**src/rtl/sigmoid_rom_arbiter.sv**
```systemverilog
// sigmoid_rom_arbiter: round-robin sharing of one synchronous sigmoid ROM
// among NUM_REQ neuron units. Grant and ROM address are combinational; the
// response (data + id tag) appears exactly two cycles after the grant.
// Optional macro SIGMOID_ROM_ARB_PERF_EN adds saturating lookup/stall counters.
module sigmoid_rom_arbiter #(
    parameter int NUM_REQ    = 4,
    parameter int ADDR_WIDTH = 14,
    parameter int DATA_WIDTH = 8,
    localparam int ID_WIDTH  = $clog2(NUM_REQ)
) (
    input  logic                          clk,
    input  logic                          reset,
    input  logic [NUM_REQ-1:0]            req_valid,
    input  logic [NUM_REQ*ADDR_WIDTH-1:0] req_addr,
    output logic [NUM_REQ-1:0]            req_ready,
    output logic [ADDR_WIDTH-1:0]         rom_addr,
    input  logic [DATA_WIDTH-1:0]         rom_q,
    output logic [NUM_REQ-1:0]            resp_valid,
    output logic [DATA_WIDTH-1:0]         resp_data,
    output logic [ID_WIDTH-1:0]           resp_id
`ifdef SIGMOID_ROM_ARB_PERF_EN
    ,
    output logic [31:0]                   perf_lookups,
    output logic [31:0]                   perf_stall
`endif
);

    logic [ID_WIDTH-1:0]   ptr;
    logic                  grant_any;
    logic [ID_WIDTH-1:0]   grant_idx;
    logic [ID_WIDTH-1:0]   cand;
    int unsigned           idx;
    logic [ADDR_WIDTH-1:0] grant_addr;
    logic [ADDR_WIDTH-1:0] addr_shadow;
    logic                  s1_valid;
    logic [ID_WIDTH-1:0]   s1_id;

    // Round-robin search starting at ptr; first valid requester wins.
    always_comb begin
        grant_any  = 1'b0;
        grant_idx  = '0;
        cand       = '0;
        idx        = 0;
        req_ready  = '0;
        grant_addr = '0;
        for (int unsigned k = 0; k < NUM_REQ; k++) begin
            idx  = (32'(ptr) + k) % NUM_REQ;
            cand = idx[ID_WIDTH-1:0];
            if (!grant_any && req_valid[cand]) begin
                grant_any = 1'b1;
                grant_idx = cand;
            end
        end
        if (reset) begin
            grant_any = 1'b0;
        end
        for (int unsigned i = 0; i < NUM_REQ; i++) begin
            if (grant_any && grant_idx == ID_WIDTH'(i)) begin
                req_ready[i] = 1'b1;
                grant_addr   = req_addr[i*ADDR_WIDTH +: ADDR_WIDTH];
            end
        end
    end

    // ROM address follows the grant, otherwise holds the last issued address.
    always_comb begin
        rom_addr = grant_any ? grant_addr : addr_shadow;
    end

    // Pointer, address shadow and the two-stage response pipeline.
    always_ff @(posedge clk) begin
        if (reset) begin
            ptr         <= '0;
            addr_shadow <= '0;
            s1_valid    <= 1'b0;
            s1_id       <= '0;
            resp_valid  <= '0;
            resp_data   <= '0;
            resp_id     <= '0;
        end else begin
            if (grant_any) begin
                ptr         <= (grant_idx == ID_WIDTH'(NUM_REQ - 1)) ? '0 : grant_idx + ID_WIDTH'(1);
                addr_shadow <= grant_addr;
            end
            s1_valid <= grant_any;
            s1_id    <= grant_idx;
            for (int unsigned i = 0; i < NUM_REQ; i++) begin
                resp_valid[i] <= s1_valid && (s1_id == ID_WIDTH'(i));
            end
            if (s1_valid) begin
                resp_data <= rom_q;
                resp_id   <= s1_id;
            end
        end
    end

`ifdef SIGMOID_ROM_ARB_PERF_EN
    logic stall_cycle;

    // A stall cycle is any cycle with at least one valid request left ungranted.
    always_comb begin
        stall_cycle = |(req_valid & ~req_ready);
    end

    // Saturating performance counters.
    always_ff @(posedge clk) begin
        if (reset) begin
            perf_lookups <= '0;
            perf_stall   <= '0;
        end else begin
            if (grant_any && perf_lookups != '1) begin
                perf_lookups <= perf_lookups + 32'd1;
            end
            if (stall_cycle && perf_stall != '1) begin
                perf_stall <= perf_stall + 32'd1;
            end
        end
    end
`endif

endmodule

```
**config.mk**
```make
export PLATFORM = sky130hd
export DESIGN_NAME = sigmoid_rom_arbiter
export DESIGN_NICKNAME = d
export VERILOG_FILES = /design/src/rtl/sigmoid_rom_arbiter.sv
export SDC_FILE = /design/constraint.sdc
export NUM_CORES = 1
export LEC_CHECK = 0
export BUFFER_PORTS_ARGS = -buffer_cell sky130_fd_sc_hd__buf_2
export CAP_MARGIN = 20
export CELL_PAD_IN_SITES_DETAIL_PLACEMENT = 1
export CELL_PAD_IN_SITES_GLOBAL_PLACEMENT = 1
export CORE_ASPECT_RATIO = 0.5
export CORE_MARGIN = 8
export CORE_UTILIZATION = 29
export CTS_BUF_LIST = sky130_fd_sc_hd__clkbuf_8
export CTS_CLUSTER_DIAMETER = 60
export DETAILED_ROUTE_END_ITERATION = 12
export HOLD_SLACK_MARGIN = 0.05
export PLACE_DENSITY = 0.76
export SLEW_MARGIN = 0
export SYNTH_ARGS = -nofsm -noshare
export SYNTH_HDL_FRONTEND = slang
export SYNTH_SLANG_ARGS = --single-unit
```
**constraint.sdc**
```tcl
create_clock -name clk -period 2.4 [get_ports clk]
set_input_delay 0.12 -clock clk [delete_from_list [all_inputs] [get_ports clk]]
set_output_delay 0.12 -clock clk [all_outputs]
set_load 0.01 [all_outputs]
```
---- Yosys cells after proc, flatten, opt, wreduce, memory -nomap -nowiden ----
Cells that the tools add are included.
cells by class
  add/subtract/negate cells ............... 4
  magnitude comparators ................... 4
  eq/ne operators ......................... 6
  muxes and demuxes ....................... 27
  reductions and logical operators ........ 16
operator list
  kind                   number
  $mux W14               5
  $mux W1                13
  $lt A2 B3 Y1 const B   4
  $logic_and A1 B1 Y1    11
  $mux W2                5
  $bmux W1 S2            4
  $eq A2 B2 Y1 const B   4
  $add A2 B1 Y2 const B  2
  $add A2 B2 Y2 const B  2
  $eq A2 B1 Y1 const B   2
  $logic_not A2 Y1       2
  $logic_not A1 Y1       3
word-level totals
  flip-flop bits (word level) ............. 33
  input port bits ......................... 70

---- Longest topological paths before layout ----
Gate-level depths: netlist (run 1).
  depth after elaboration ................. 19
  mapped depth ............................ 11
  mapped depth without buffers ............ 9

---- Worst setup path before layout (run 1) ----
OpenSTA, ideal clock, no wires.
  path kind ............................... register -> output
  from .................................... register ptr[1]
  to ...................................... output port rom_addr[7]
  data arrival time ....................... 2.337 ns
  data required time ...................... 2.280 ns
  slack ................................... -0.057 ns
  cell stages (with the launch flop) ...... 11
  cell sequence ........................... dfxtp_1 > mux2i_1 > nor2_1 > nor4_1 > ha_1 > clkbuf_1 > clkbuf_1 > a21oi_1 > o21ai_0 > a221oi_1 > nor2_1
between the ends
  cells in the longest elaborated chain, start to end .. 19
ends and longest elaborated chain
  element                                                                 line  RTL
  start: declaration                                                      28    logic [ID_WIDTH-1:0] ptr;
  start signal: assignment                                                82    ptr <= (grant_idx == ID_WIDTH'(NUM_REQ - 1)) ? '0 : grant_idx + ID_WIDTH'(1);
  parallel branches: the longest is 11 deep, another holds $add A2 B1 Y2  --
  $mux W2 (*)                                                             49    if (!grant_any && req_valid[cand]) begin
  net grant_idx[0]                                                        30    logic [ID_WIDTH-1:0] grant_idx;
  $logic_not A2 Y1                                                        58    if (grant_any && grant_idx == ID_WIDTH'(i)) begin
  $logic_and A1 B1 Y1                                                     58
  $mux W14 (3 in a row)                                                   58
  $mux W14 (*)                                                            58
  $mux W14 (*)                                                            --
  end: declaration                                                        16    output logic [ADDR_WIDTH-1:0] rom_addr,
Mark *: on every way through the listed nets, which the timed path passes. The select of a mux whose other input is x is not followed.

---- Final worst setup path (run 1) ----
  from .................................... register ptr[1]
  to ...................................... output port rom_addr[9]
Same word-level chain as after synthesis.

==> results of run 1 <==
[power by group]
group | internal (uW) | switching [uW] | total, uW | leakage [uW]
logic | 757 | 783 | 1540 | 0.00131
clock network | 201 | 252 | 453 | 0.0000439
registers | 633 | 63.3 | 696 | 0.000273
total | 1590 | 1100 | 2690 | 0.00163
[cell type report]
class	count	area, um2	area share
diodes	1	2.50	0.000714
clock buffers	5	68.8	0.0196
clock inverters	3	17.5	0.00500
inverters	18	70.1	0.0200
multi-input cells	202	1570	0.447
flip-flops and latches	33	666	0.190
well taps	92	115	0.0328
repair buffers	141	997	0.285
[logic make-up (layout without fill, tap and decap cells)]
kind of cell               Yosys count  count (layout)
buffers and inverters               41             167
and+or+nand+nor                    124             124
muxes                               10              10
other                                0               1
AOI/OAI and AO/OA                   64              64
DFF                                 33              33
adders and majority gates            4               4
[sequential cells by signal, summed over array words and instances, names as in the netlist]
name / flops
resp_id: 2
ptr: 2
addr_shadow: 14
s1_valid: 1
resp_valid: 4
resp_data: 8
s1_id: 2
[tightest hold or removal path, delay by kind of cell]
kind | cells | cell delay (ns)
buffers and inverters | 1 | 0.08
AND/OR/NAND/NOR | 1 | 0.08
multiplexers | 1 | 0.06
[metrics by stage]
stage | instance area, um2 | hold WS [ns] | cells | utilization | setup WS, ns
finish | 3500 | 0.0685 | 495 | 0.517 | -0.344
global route | 3500 | 0.0802 | 495 | 0.517 | -0.445
CTS | 3070 | 0.0671 | 480 | 0.453 | -0.142
detailed placement | 2690 | 0.369 | 457 | 0.396 | -0.125
global placement | 2690 | 0.357 | 457 | 0.396 | 0.0408
floorplan | 2060 | 0.268 | 276 | - | 0.0733
[placed cells by master, fill, tap and decap left out, types with 3 or more instances in the layout]
cell type,instances
a21oi_2,7
nand2_2,3
buf_2,97
a21oi_4,4
dfxtp_1,31
clkbuf_8,5
nand2_1,36
nand4bb_4,5
a211oi_2,6
a221oi_2,6
nor2_1,26
nor2_2,7
ha_4,4
nor3b_1,6
nand2b_1,4
nor3_1,9
mux2i_1,9
o21ai_1,12
a221oi_1,8
nand3b_1,7
buf_6,9
nand3_1,5
buf_4,26
clkbuf_16,4
a21oi_1,15
inv_1,15
buf_12,3
[worst max-delay path by stage]
stage | to | cells past startpoint | startpoint
after global routing | rom_addr[9] | 13 | ptr[1]
after global placement | rom_addr[8] | 10 | ptr[0]
after CTS | rom_addr[7] | 11 | ptr[1]
final | rom_addr[9] | 12 | ptr[1]
after detailed placement | rom_addr[7] | 11 | ptr[1]
after floorplan | rom_addr[7] | 10 | ptr[1]
[timing repair]
action | 4_1_cts | 5_1_grt
buffers inserted | 13 | 13
setup endpoints to repair | 14 | 18
gates cloned | 2 | 4
pin swaps | 22 | 20
resized for setup | 38 | 43
[metal layers]
layer / up-vias / wire [um]
met5: - / 0
met4: 0 / 219
met3: 20 / 528
met2: 99 / 5620
met1: 1306 / 4500
li1: 1215 / -
==> flow_metrics.env, run 1 <==
export IMPL_status="finished with violations"
export IMPL_violations="negative setup slack"
export IMPL_crit_family="buffers and inverters"
export IMPL_total_power_uw=2690
export IMPL_grt_pass1_wl_um=13300
export IMPL_synthMuxAreaShare=0.0488
export IMPL_drive_gt1_frac=0.517
export IMPL_hpwl_um=5840
export IMPL_slew_headroom=0.584
export IMPL_cp_start_kind="register"
export IMPL_synth_xor_area_frac=0
export IMPL_via_count=2640
export IMPL_fp_dieW_um=135
export IMPL_cp_end_kind="output pin"
export IMPL_start_util=0.303
export IMPL_fin_nets=475
export IMPL_cts_hold_buffers=0
export IMPL_ios=102
export IMPL_yosysTopAreaCell="dfxtp_1"
export IMPL_cts_tree="built"
export IMPL_grt_total_usage=0.163
export IMPL_syn_inst=276
export IMPL_r2r_start="ptr[1]"
export IMPL_use_met2=0.302
export IMPL_synth_cell_type_count=30
export IMPL_area_growth_pct=70.7
export IMPL_cts_buffers=5
export IMPL_cp_cell_sequence="buf_6, nor3b_4, nor4_4, buf_4, ha_4, buf_6, buf_16, a21oi_4, o21ai_1, a221oi_1, nor2_1, buf_2"
export IMPL_r2r_cells=12
export IMPL_reg2reg_slack_ns=0.01
export IMPL_gp_congestion=0.782
export IMPL_crit_buf_inv=5
export IMPL_vias_per_cell=5.33
export IMPL_slew_violations=0
export IMPL_cp_max_fo=6
export IMPL_power_density_nw_per_um2=767
export IMPL_synth_commonest_cells="nand2_1, dfxtp_1, nor2_1"
export IMPL_synth_edf_count=0
export IMPL_grt_busiest_layer="met2"
export IMPL_synth_compound_area_frac=0.193
export IMPL_synthArstFlopShare=0
export IMPL_hold_depth=3
export IMPL_wl_per_cell_um=22.0
export IMPL_syn_cell_area_um2=2050
export IMPL_yosysWarnings=0
export IMPL_grt_max_degree=44
export IMPL_insertion_delay_ns=0.30
export IMPL_cpMaxStageDelayCell="dfxtp_4"
export IMPL_nFillCells=836
export IMPL_cts_buffer_depth=2
export IMPL_fin_ws_ns=-0.344
export IMPL_use_met3=0.0375
export IMPL_syn_num_nets=350
export IMPL_root_buffer="clkbuf_8"
export IMPL_critPathKind="register to output pin"
export IMPL_synth_top_flop_cell="dfxtp_1"
export IMPL_synthSimpleGateAreaFrac=0.324
export IMPL_first_pass_iters=4
export IMPL_first_global_vias=2764
export IMPL_die_h_um=75.5
export IMPL_htreeDepth=2
export IMPL_vdd_drop_max_mv=0.257
export IMPL_drc_errors=0
export IMPL_synth_adder_area_share=0.0244
export IMPL_synth_top_family_by_area="simple AND/OR/NAND/NOR gates"
export IMPL_io_buffers=101
export IMPL_worstMarginPinSlew_ns=0.623
export IMPL_hp_start="rom_q[3]"
export IMPL_core_um2=6780
export IMPL_ys_seq_area_frac=0.322
export IMPL_synth_area_top_cells="dfxtp_1, nand2_1, a21oi_1"
export IMPL_rows=21
export IMPL_total_leakage_power_uw=0.00163
export IMPL_antenna_found_initial=1
export IMPL_met1_usage=0.188
export IMPL_wl_um=10900
export IMPL_fin_skew_ns=0.0127
export IMPL_layout_min_cycle_time_ns=2.74
export IMPL_clkTransAtPathRegs_ns=0.08
export IMPL_die_area_um2=10200
export IMPL_r2r_end="addr_shadow[9]"
export IMPL_max_cap_violations=0
export IMPL_synth_avg_cell_area_um2=7.44
export IMPL_finalSetupViolCount=16
export IMPL_clock_sinks=33
export IMPL_tns_ns=-3.37
export IMPL_yosysMostFrequentCell="nand2_1"
export IMPL_fin_crit_sh=1.14
export IMPL_cp_arrival_ns=2.62
export IMPL_hold_violations=0
export IMPL_cp_required_ns=2.28
export IMPL_hp_class="input port to register"
export IMPL_ant_nets=0
export IMPL_drt_iter0_markers=219
export IMPL_fmax_mhz=364
export IMPL_critPathMostFrequentCell="buf_6"
export IMPL_overflow=0
export IMPL_whs_endpoint="resp_data[3]"
export IMPL_rsz0062_at_grt="yes"
export IMPL_slowest_delay_ns=0.37
export IMPL_ys_ff_latch=33
export IMPL_synth_top_area_frac=0.322
Power figures use the tool's default switching activity.
==> inputs of run 2 (changes only) <==
Settings changed: CORE_ASPECT_RATIO 0.5 to unset.
==> run 2 against run 1 <==
  * The flow still finishes with violations (negative setup slack)
  * Global-route usage rose by 2.5 points
  * First-iteration DRC count fell by 59%
  * Sequential power fell by 0.9%
  * Clock skew fell by 0.0040 ns
  * Sequential share of layout area fell by 1.2 points
  * Worst setup slack improved by 0.063 ns
  * Design area rose by 6.2%
  * Clock-buffer cell count did not move
  * Non-clock buffer count rose by 13
  * Critical path type unchanged
  * Largest cell class unchanged
  * Highest routed layer unchanged
==> flow_metrics.env, run 2 (synthesis gave the netlist of run 1 again) <==
export IMPL_cts_buffers=5
export IMPL_cp_end_kind="output pin"
export IMPL_cp_arrival_ns=2.56
export IMPL_core_um2=6830
export IMPL_ant_nets=0
export IMPL_fin_area_um2=3720
export IMPL_mostFrequentLayoutCells="buf_2, nand2_1, buf_4"
export IMPL_finalSetupViolCount=16
export IMPL_antenna_found_initial=0
export IMPL_p_sw_frac=0.363
export IMPL_cts_buffer_depth=2
export IMPL_grt_max_degree=24
export IMPL_rsz0062_at_grt="yes"
export IMPL_clock_sinks=33
export IMPL_slowest_delay_ns=0.35
export IMPL_worstMarginPinSlew_ns=0.605
export IMPL_slew_headroom=0.596
export IMPL_final_common_cell="buf_2"
export IMPL_wl_per_cell_um=20.5
export IMPL_hold_violations=0
export IMPL_clkPwrFrac=0.219
export IMPL_drc_errors=0
export IMPL_regMostFlops="addr_shadow"
export IMPL_grt_total_usage=0.188
export IMPL_fin_skew_ns=0.00875
export IMPL_cpMaxStageDelayCell="dfxtp_2"
export IMPL_cts_tree="built"
export IMPL_use_met2=0.355
export IMPL_power_density_nw_per_um2=795
export IMPL_clkTransAtPathRegs_ns=0.07
export IMPL_hold_depth=3
export IMPL_use_met3=0.0394
export IMPL_via_count=2667
export IMPL_io_buffers=101
export IMPL_grt_busiest_layer="met2"
export IMPL_die_h_um=100
export IMPL_diodes=0
export IMPL_p_int_uw=1880
export IMPL_fin_crit_sh=1.12
export IMPL_overflow=0
export IMPL_fin_ws_ns=-0.281
export IMPL_top_regs="addr_shadow (14), resp_data (8), resp_valid (4)"
export IMPL_largest_reg_flops=14
export IMPL_ios=102
export IMPL_cp_cell_sequence="mux2i_1, nor2_2, nor4_4, inv_2, ha_4, buf_6, buf_16, a211oi_1, o21ai_1, nand3_2, nand2_2, buf_6"
export IMPL_drive_gt1_frac=0.552
export IMPL_insertion_delay_ns=0.29
export IMPL_layout_min_cycle_time_ns=2.68
export IMPL_gp_congestion=0.802
export IMPL_max_cap_violations=0
export IMPL_seq_area_um2=662
export IMPL_wl_um=10500
export IMPL_cp_required_ns=2.28
export IMPL_critPathKind="register to output pin"
export IMPL_status="finished with violations"
export IMPL_grt_pass1_wl_um=15000
export IMPL_slew_violations=0
export IMPL_vias_per_cell=5.22
export IMPL_fp_dieW_um=100
export IMPL_cp_max_fo=6
export IMPL_tns_ns=-3.41
export IMPL_switchingPower_uw=1070
export IMPL_first_global_vias=2904
export IMPL_seq_power_share=0.233
export IMPL_area_growth_pct=81.2
export IMPL_hp_class="input port to register"
export IMPL_p_comb_frac=0.548
export IMPL_violations="negative setup slack"
export IMPL_place_area_um2=2720
export IMPL_r2r_cells=16
export IMPL_root_buffer="clkbuf_8"
export IMPL_hpwl_um=5770
export IMPL_critPathMostFrequentCell="buf_6"
export IMPL_fmax_mhz=373
export IMPL_first_pass_iters=4
export IMPL_die_area_um2=10000
export IMPL_vdd_drop_max_mv=0.556
export IMPL_start_util=0.301
export IMPL_met1_usage=0.203
export IMPL_drt_iter0_markers=89
export IMPL_cp_start_kind="register"
export IMPL_htreeDepth=2
export IMPL_fin_nets=488
export IMPL_nFillCells=838
export IMPL_total_leakage_power_uw=0.00175
export IMPL_multiInputGateArea_um2=1600
export IMPL_rows=30
run 2: cell count changes in the layout (fill, tap and decap cells not counted), sizes merged:
cell | previous run | this run
clkbuf | 9 | 6
bufinv | 0 | 2
bufbuf | 0 | 1
clkinv | 2 | 1
buf | 137 | 152
clkinvlp | 1 | 0
diode | 1 | 0
run 2: through the flow:
| stage | utilization | hold WS [ns] | total power, uW | cells | setup slack [ns] |
|---|---|---|---|---|---|
| 6_report | 0.545 | 0.0695 | 2960 | 511 | -0.281 |
| 5_1_grt | 0.545 | 0.0769 | 3100 | 511 | -0.349 |
| 4_1_cts | 0.500 | 0.0704 | 2690 | 503 | -0.169 |
| 3_5_place_dp | 0.398 | 0.371 | 1600 | 463 | -0.0238 |
| 2_1_floorplan | - | 0.268 | 1240 | 276 | 0.0733 |
| 3_3_place_gp | 0.398 | 0.354 | 1570 | 463 | 0.100 |
run 2: per-layer routing:
metal  vias to the layer above  routed length [um]
met1                      1300                4150
met2                        95                5350
li1                       1242                   -
met3                        30                 595
met4                         0                 400
met5                         -                   0
run 2: final cells by class:
type	count	share of cell area
inverters	18	0.0188
flip-flops and latches	33	0.178
clock buffers	5	0.0185
clock inverters	3	0.0175
repair buffers	154	0.306
multi-input cells	202	0.429
well taps	96	0.0323
run 2: timing repair:
action                     4_1_cts  5_1_grt
resized for setup               49       48
hold buffers                     0        0
pin swaps                       17       29
setup endpoints to repair       14       20
setup buffers                   26       10
cloned                           6        1
run 2: worst paths after layout:
check	start	slack [ns]	endpoint
hold reg to reg	addr_shadow[3]	0.47	addr_shadow[3]
setup / recovery	ptr[1]	-0.28	rom_addr[8]
setup reg to reg	ptr[1]	-0.21	addr_shadow[8]
hold / removal	rom_q[4]	0.07	resp_data[4]
run 2: critical path: cells and delay by family (launching register included):
family	cells	cell delay, ns
compound gates	2	0.40
mux	1	0.22
buf+inv	4	0.48
flops	1	0.35
fa+ha+maj	1	0.21
simple gates	4	0.60
run 2: power groups by stage:
stage	clock network, uW	logic, uW	registers [uW]
finish	647	1620	690
detailed placement	0	911	692
global route	679	1720	698
CTS	642	1360	681
global placement	0	881	687
floorplan	0	553	688
==> inputs of run 3 (changes only) <==
Settings changed: CORE_UTILIZATION 29 to 32, PLACE_DENSITY 0.76 to 0.79.
Clock period 2.4 ns to 2.5 ns, I/O delays scaled along.
==> run 3 against run 2 <==
  * Critical path type unchanged
  * Clock-buffer cell count is the same
  * Sequential cell count is the same
  * Clock skew shrank 0.0016 ns
  * Design area shrank 9.9%
  * The run still ends with negative setup slack left
  * Clock power shrank 4.8%
  * Critical endpoint is now rom_addr[12]
  * Core utilization shrank 1.1 points
==> flow_metrics.env, run 3 (synthesis gave the netlist of run 1 again) <==
export IMPL_cp_max_fo=9
export IMPL_antenna_found_initial=0
export IMPL_cp_cell_sequence="inv_1, o21a_1, o22ai_2, buf_6, ha_4, buf_12, nand4bb_4, o21ai_2, a221oi_2, nor2_1, buf_2"
export IMPL_diodes=0
export IMPL_slew_violations=0
export IMPL_fin_crit_sh=1.10
export IMPL_first_pass_iters=4
export IMPL_wl_per_cell_um=22.0
export IMPL_hold_violations=0
export IMPL_ios=102
export IMPL_final_common_cell="buf_2"
export IMPL_pre_cts_slack_ns=0.0749
export IMPL_top_regs="addr_shadow (14), resp_data (8), resp_valid (4)"
export IMPL_crit_buf_inv=4
export IMPL_htreeDepth=2
export IMPL_die_h_um=96.1
export IMPL_core_um2=6280
export IMPL_grt_pass1_wl_um=14500
export IMPL_cp_required_ns=2.38
export IMPL_place_area_um2=2670
export IMPL_slowest_delay_ns=0.39
export IMPL_io_buffers=101
export IMPL_fin_nets=470
export IMPL_violations="negative setup slack"
export IMPL_vias_per_cell=5.49
export IMPL_rows=29
export IMPL_regMostFlops="addr_shadow"
export IMPL_status="finished with violations"
export IMPL_worstMarginPinSlew_ns=0.654
export IMPL_fin_ws_ns=-0.243
export IMPL_area_growth_pct=63.3
export IMPL_start_util=0.327
export IMPL_drt_iter0_markers=97
export IMPL_clock_sinks=33
export IMPL_hp_class="input port to register"
export IMPL_grt_total_usage=0.205
export IMPL_ant_nets=0
export IMPL_fmax_mhz=365
export IMPL_crit_family="compound AO/OA/AOI/OAI gates"
export IMPL_cp_start_kind="register"
export IMPL_slew_headroom=0.564
export IMPL_cpMaxStageDelayCell="dfxtp_1"
export IMPL_total_power_uw=2610
export IMPL_drive_gt1_frac=0.486
export IMPL_layout_min_cycle_time_ns=2.74
export IMPL_die_area_um2=9240
export IMPL_fin_area_um2=3350
export IMPL_fp_dieW_um=96.1
export IMPL_rsz0062_at_grt="yes"
export IMPL_root_buffer="clkbuf_8"
export IMPL_gp_congestion=0.827
export IMPL_max_cap_violations=0
export IMPL_finalSetupViolCount=15
export IMPL_clkTransAtPathRegs_ns=0.08
export IMPL_vdd_drop_max_mv=0.417
export IMPL_largest_reg_flops=14
export IMPL_insertion_delay_ns=0.30
export IMPL_wl_um=10400
export IMPL_total_leakage_power_uw=0.00160
export IMPL_power_density_nw_per_um2=777
export IMPL_cts_buffers=5
export IMPL_critPathKind="register to output pin"
export IMPL_cp_end_kind="output pin"
export IMPL_overflow=0
export IMPL_cts_tree="built"
export IMPL_fin_skew_ns=0.00712
export IMPL_mostFrequentLayoutCells="buf_2, nand2_1, dfxtp_1"
export IMPL_via_count=2600
export IMPL_cts_buffer_depth=2
export IMPL_first_global_vias=2746
export IMPL_cp_arrival_ns=2.62
export IMPL_drc_errors=0
export IMPL_grt_max_degree=24
export IMPL_hpwl_um=5760
## run 3: cell types whose count changed in the layout (fill, tap and decap cells not counted), moves of 3 or more
cell | before | now
a221oi_1 | 7 | 11
buf_6 | 7 | 4
buf_4 | 36 | 22
nor3b_4 | 5 | 1
buf_16 | 5 | 1
a21oi_1 | 8 | 15
a221oi_2 | 7 | 3
nor3b_1 | 0 | 4
a21oi_2 | 12 | 7
## run 3: worst reg2reg max path: stages, from the launching register on
cell and delay (ns):
dfxtp_1 0.39, inv_1 0.13, o21a_1 0.22, o22ai_2 0.28
buf_6 0.18, ha_4 0.17, buf_12 0.13, buf_4 0.11
buf_4 0.10, a211oi_2 0.05, o21ai_1 0.09, nand3_1 0.14
buf_4 0.17, buf_4 0.12, buf_4 0.12, buf_4 0.12
nand2_1 0.05
## run 3: repair_timing
item | in CTS | in global routing
resized for setup | 41 | 29
gates cloned | 3 | 2
hold buffers | 0 | 0
pin swaps | 19 | 18
buffers inserted | 13 | 7
setup endpoints to repair | 14 | 16
## run 3: final timing paths
check,from,to,slack (ns),cells past startpoint
worst min-delay path,rom_q[3],resp_data[3],0.07,3
worst min register to register,addr_shadow[8],addr_shadow[8],0.48,2
worst max register to register,ptr[0],addr_shadow[13],-0.13,16
worst max-delay path,ptr[0],rom_addr[12],-0.24,11
## run 3: per-layer routing
layer	track usage	vias to the layer above	share of wire
li1	-	1203	-
met1	0.226	1266	0.37
met2	0.358	97	0.53
met3	0.0491	34	0.060
met4	0.108	0	0.044
met5	0	-	0
## run 3: layout make-up
| cell class | instances | area, um2 |
|---|---|---|
| clock buffers | 5 | 68.8 |
| clock inverters | 3 | 65.1 |
| fillers | 779 | 2920 |
| inverters | 18 | 70.1 |
| multi-input cells | 202 | 1470 |
| flip-flops and latches | 33 | 662 |
| well taps | 77 | 96.3 |
| repair buffers | 136 | 921 |
## run 3: through the flow
stage               utilization  setup TNS, ns  hold slack, ns  cells
global placement          0.426              0           0.363    442
CTS                       0.501         -0.460          0.0788    466
detailed placement        0.426              0           0.381    442
floorplan                     -              0           0.273    276
global route              0.534          -3.67          0.0696    474
finish                    0.534          -2.32          0.0744    474
## run 3: report_power, final
part           internal [uW]  total, uW  switching (uW)
Combinational            640       1330             689
Sequential               606        661            55.6
Clock                    396        616             220
